## src/rtl/mem_arbiter_pkg.sv

```systemverilog
// Shared definitions for the two-port memory arbiter: FSM encoding, port ids
// and bus widths.
package arb_pkg;

  localparam int ADDR_W = 32;
  localparam int DATA_W = 32;

  localparam logic PORT_CORE = 1'b0;
  localparam logic PORT_LDR  = 1'b1;

  typedef enum logic {
    IDLE  = 1'b0,
    ISSUE = 1'b1
  } arbState_t;

endpackage

```

## src/rtl/mem_arbiter_rr_pick.sv

```systemverilog
// Combinational two-way chooser: a valid lock wins a contested cycle,
// otherwise the round-robin pointer decides.
module rr_pick (
  input  logic [1:0] req,
  input  logic       rr,
  input  logic       lock_valid,
  input  logic       lock_owner,
  output logic       win,
  output logic       any
);

  always_comb begin
    any = |req;
    win = rr;
    case (req)
      2'b01:   win = 1'b0;
      2'b10:   win = 1'b1;
      2'b11:   win = lock_valid ? lock_owner : rr;
      default: win = rr;
    endcase
  end

endmodule

```

## src/rtl/mem_arbiter.sv

```systemverilog
// Shares one memory port between the core and the loader, one access per two
// cycles, with round-robin fairness and a bounded lock burst.
module mem_arbiter
  import arb_pkg::*;
#(
  parameter int BURST_MAX = 4
) (
  input  logic              clk,
  input  logic              reset,
  input  logic              req_0,
  input  logic              we_0,
  input  logic              lock_0,
  input  logic [ADDR_W-1:0] addr_0,
  input  logic [DATA_W-1:0] wdata_0,
  output logic              gnt_0,
  output logic              rvalid_0,
  input  logic              req_1,
  input  logic              we_1,
  input  logic              lock_1,
  input  logic [ADDR_W-1:0] addr_1,
  input  logic [DATA_W-1:0] wdata_1,
  output logic              gnt_1,
  output logic              rvalid_1,
  output logic [DATA_W-1:0] rdata,
  output logic [ADDR_W-1:0] Adr,
  output logic [DATA_W-1:0] WriteData,
  output logic              MemWrite,
  input  logic [DATA_W-1:0] ReadData
);

  localparam logic [4:0] BURST_LIM = 5'(BURST_MAX);

  arbState_t  state, stateNext;
  logic       owner;
  logic       rr;
  logic       lockActive;
  logic       lockOwner;
  logic [3:0] burstCnt;
  logic [4:0] burstInc;
  logic [1:0] reqVec;
  logic       lockValid;
  logic       lockReq;
  logic       keepLock;
  logic       win;
  logic       anyReq;

  assign rdata     = ReadData;
  assign reqVec    = {req_1, req_0};
  // A lock whose owner has stopped requesting no longer steers selection.
  assign lockValid = lockActive && reqVec[lockOwner];
  assign lockReq   = (owner == PORT_LDR) ? lock_1 : lock_0;
  assign burstInc  = {1'b0, burstCnt} + 5'd1;
  assign keepLock  = lockReq && (burstInc < BURST_LIM);

  rr_pick picker (
    .req       (reqVec),
    .rr        (rr),
    .lock_valid(lockValid),
    .lock_owner(lockOwner),
    .win       (win),
    .any       (anyReq)
  );

  always_ff @(posedge clk) begin
    if (!reset) state <= IDLE;
    else        state <= stateNext;
  end

  always_comb begin
    stateNext = state;
    case (state)
      IDLE:    if (anyReq) stateNext = ISSUE;
      ISSUE:   stateNext = IDLE;
      default: stateNext = IDLE;
    endcase
  end

  always_ff @(posedge clk) begin
    if (!reset) begin
      gnt_0      <= 1'b0;
      gnt_1      <= 1'b0;
      rvalid_0   <= 1'b0;
      rvalid_1   <= 1'b0;
      MemWrite   <= 1'b0;
      Adr        <= '0;
      WriteData  <= '0;
      owner      <= PORT_CORE;
      rr         <= PORT_CORE;
      lockActive <= 1'b0;
      lockOwner  <= PORT_CORE;
      burstCnt   <= '0;
    end else begin
      gnt_0    <= 1'b0;
      gnt_1    <= 1'b0;
      rvalid_0 <= 1'b0;
      rvalid_1 <= 1'b0;
      MemWrite <= 1'b0;
      case (state)
        IDLE: begin
          if (lockActive && !reqVec[lockOwner]) begin
            lockActive <= 1'b0;
            burstCnt   <= '0;
          end
          if (anyReq) begin
            owner     <= win;
            Adr       <= (win == PORT_LDR) ? addr_1  : addr_0;
            WriteData <= (win == PORT_LDR) ? wdata_1 : wdata_0;
            MemWrite  <= (win == PORT_LDR) ? we_1    : we_0;
            gnt_0     <= (win == PORT_CORE);
            gnt_1     <= (win == PORT_LDR);
          end
        end
        ISSUE: begin
          // MemWrite still carries the current access type here.
          if (!MemWrite) begin
            rvalid_0 <= (owner == PORT_CORE);
            rvalid_1 <= (owner == PORT_LDR);
          end
          rr <= ~owner;
          if (keepLock) begin
            lockActive <= 1'b1;
            lockOwner  <= owner;
            burstCnt   <= burstInc[3:0];
          end else begin
            lockActive <= 1'b0;
            burstCnt   <= '0;
          end
        end
        default: ;
      endcase
    end
  end

endmodule

```

## config.mk

```make
export PLATFORM = sky130hd
export DESIGN_NAME = mem_arbiter
export DESIGN_NICKNAME = d
export VERILOG_FILES = /design/src/rtl/mem_arbiter_pkg.sv /design/src/rtl/mem_arbiter_rr_pick.sv /design/src/rtl/mem_arbiter.sv
export SDC_FILE = /design/constraint.sdc
export NUM_CORES = 1
export LEC_CHECK = 0
export ABC_AREA = 1
export CORE_MARGIN = 2
export CORE_UTILIZATION = 36
export DETAILED_ROUTE_END_ITERATION = 10
export GPL_TIMING_DRIVEN = 0
export PLACE_DENSITY_LB_ADDON = 0.3
export SYNTH_ARGS = -nofsm -noshare
export SYNTH_HDL_FRONTEND = slang
export SYNTH_SLANG_ARGS = --single-unit
export TNS_END_PERCENT = 30
```

## constraint.sdc

```tcl
create_clock -name clk -period 1.8 [get_ports clk]
set_input_delay 0.36 -clock clk [delete_from_list [all_inputs] [get_ports clk]]
set_output_delay 0.36 -clock clk [all_outputs]
set_load 0.05 [all_outputs]
```

==> run metrics <==
# IOs=between 200 and 300; net count after synthesis=around 760; # rows=38; CTS tree=yes; # hold bufs at CTS=0; reg-to-reg slack, setup=approximately 0.23 ns; Setup crit end kind=flip-flop; Mapped Cells=about 590; Final Slew Violations=0; sequential share of the synthesized area=between 30% and 40%; status=finished clean; Cell Count, Final, Fillers Out=984; clk_lat worst skew=approximately 0.35 ns; pre-CTS setup slack=-0.324 ns; post-synth top area cell=dfxtp_1; yosys warns=0; die area=between 0.01 and 0.015 mm2; placed insts=a little under 1,000; nets@finish=around 1,000; Area Growth Syn to Fin=66.4%; dominant synthesized flop cell=dfxtp_1; clk sink count=slightly below 80; largest stage delay on the critical path=0.51 ns; first-pass GRT wire length=20,800 um; crit path cell chain=clkdlybuf4s50_1, inv_1, nand2_1, nand3_1, nand2_1, nand2_1, nand2_2, buf_6, buf_4, a21oi_1, nor2_1, nor2_1; Storage cell area=around 0.0016 mm2; Final min period=1.74 ns; CP bufs+invs=4; Routed WL=approximately 14,000 um; share of cells above drive strength 1=about a tenth; post-synthesis register bit count=78; Max FO, Critical Path=10; DRC=0; final core utilization=just over 60%; 1st-iter DRT viols=about 180; Final Worst Setup Slack=slightly above 0.06 ns; Die H=109 um; clock skew=just under 0.006 ns; Antenna Cells=0; critical path class=in2reg; Critical path origin=req_1; Worst slew margin=61.2%; pwr/cell area=~800 mW/mm2; most frequent cells in the layout=clkdlybuf4s50_1, nand3_1, nor2_1, nand2_1, dfxtp_1; Worst VDD drop=roughly 0.4 mV; Post CTS Setup Buffer Count=0; Max Fclk=between 500 and 600 MHz; Hold Startpoint=burstCnt[3]; number of synthesized flops with an enable pin=0; CP Launch Type=input port; Mean Syn Cell Area=6.72 um2; area of the multi-input gates=between 0.0015 and 0.002 mm2; Initial Util=roughly 37%; clock tree buffer depth=2; drt via density=approximately 4.8; unique cell type count in the Yosys netlist=23; gr ovfl total=0; main area contributors after synthesis=dfxtp_1, nand3_1, nor2_1; setup tns final=0 ns; top cell type's share of synthesized area=between 30% and 40%; Critical R2R Launch=lockOwner; total track usage=between 20% and 30%; Critical Path RT=2.04 ns; Clock transition at path regs=approximately 0.080 ns; Slowest-stage cell, CP=clkdlybuf4s50_1; CTS Root Cell=clkbuf_8; critical path's most frequent cell=nand2_1; core footprint=roughly 0.011 mm2; Hold Vio Cnt, Final=0; Slew @ Worst Pin=a little under 0.6 ns; Hold Crit Class=reg2reg; cts bufs inserted=9; filler cell count=approximately 1,000; Max H-tree Level=3; unrepaired setup endpoints after global routing=yes; max-cap violation count=0; Post-Syn Area=0.00398 mm2; DP HPWL=~11,000 um; Placer Congestion=roughly 0.84; port bufs=between 200 and 250; Die X=about 110 um; Final Cycle Share=between 90% and 100%; Top delay family on crit path=buffers and inverters; vias in the first global route=4,565; commonest non-fill, non-tap cell in the layout=clkdlybuf4s50_1; initial antenna violation count=0; Final Setup Violations=0; Pre-Repair DR Iteration Count=5; WP data arrival=between 1.5 and 2 ns; Vias=4,694; routed len/inst=13.8 um; Lkg Pwr=3.21 nW; antenna viol nets, final=0; largest net degree at the start of global routing=14; Synth async-reset ratio=0%
[final timing paths]
check / to / depth (start not counted)
setup reg to reg: Adr[8] / 8
hold / removal: burstCnt[3] / 2
setup / recovery: Adr[8] / 12
hold reg to reg: burstCnt[3] / 2
[tightest hold or removal path: stages, from the launching register on]
cell and delay, ns:
dfxtp_1 0.30, inv_1 0.07, nor3_1 0.05
[sequential cells by signal, summed over array words and instances (netlist names)]
name,count
rvalid_0,1
rvalid_1,1
gnt_1,1
Adr,32
MemWrite,1
WriteData,32
gnt_0,1
lockOwner,1
lockActive,1
burstCnt,4
owner,1
rr,1
state,1
[per-stage QoR]
stage	cell area (um2)	power, mW	hold WS (ns)
floorplan	3980	3.24	0.424
global placement	6520	4.05	0.436
detailed placement	6520	4.08	0.452
CTS	6620	5.27	0.464
global route	6620	5.49	0.495
finish	6620	5.23	0.460
[cell families after synthesis]
group / after synthesis / share of synthesized area [%]
flip-flops: 78 / 39.3
adder cells (fa/ha/maj): 1 / 0.315
AO/OA/AOI/OAI: 97 / 12.4
buffers and inverters: 130 / 17.0
AND/OR/NAND/NOR: 286 / 31.0
[per-layer routing]
metal | track usage, % | vias up | part of all wire [%]
met4 | 8.97 | 0 | 1.5
li1 | - | 2373 | -
met5 | 0 | - | 0
met1 | 24.1 | 2110 | 39
met3 | 7.65 | 19 | 9.8
met2 | 39.7 | 192 | 50
[cells in the mapped netlist (all sizes together), types with 2 or more instances]
cell,number
nor4,2
inv,56
clkbuf,12
buf,62
dfxtp,78
nand2,84
nor2,87
a21oi,47
o21ai,47
nand3,111
[cell type report]
cell class                 count  area share [%]
buffer                        74            7.07
clock buffer                  10            1.93
clock inverter                 6           0.945
inverter                      56            3.18
multi-input combinational    384            26.3
sequential                    78            23.6
tap                          140            2.65
timing repair buffer         236            34.4
[power by group]
part           switching, mW  internal, mW
clock network          0.669         0.636
registers             0.0835          1.89
logic                   1.23         0.722
total                   1.98          3.25
[timing repair]
item,4_1_cts,5_1_grt
resized for setup,69,2
pin swaps,0,1
setup endpoints to repair,69,14
hold endpoints to repair,0,0
No activity file was read; power rests on OpenSTA's default activity.
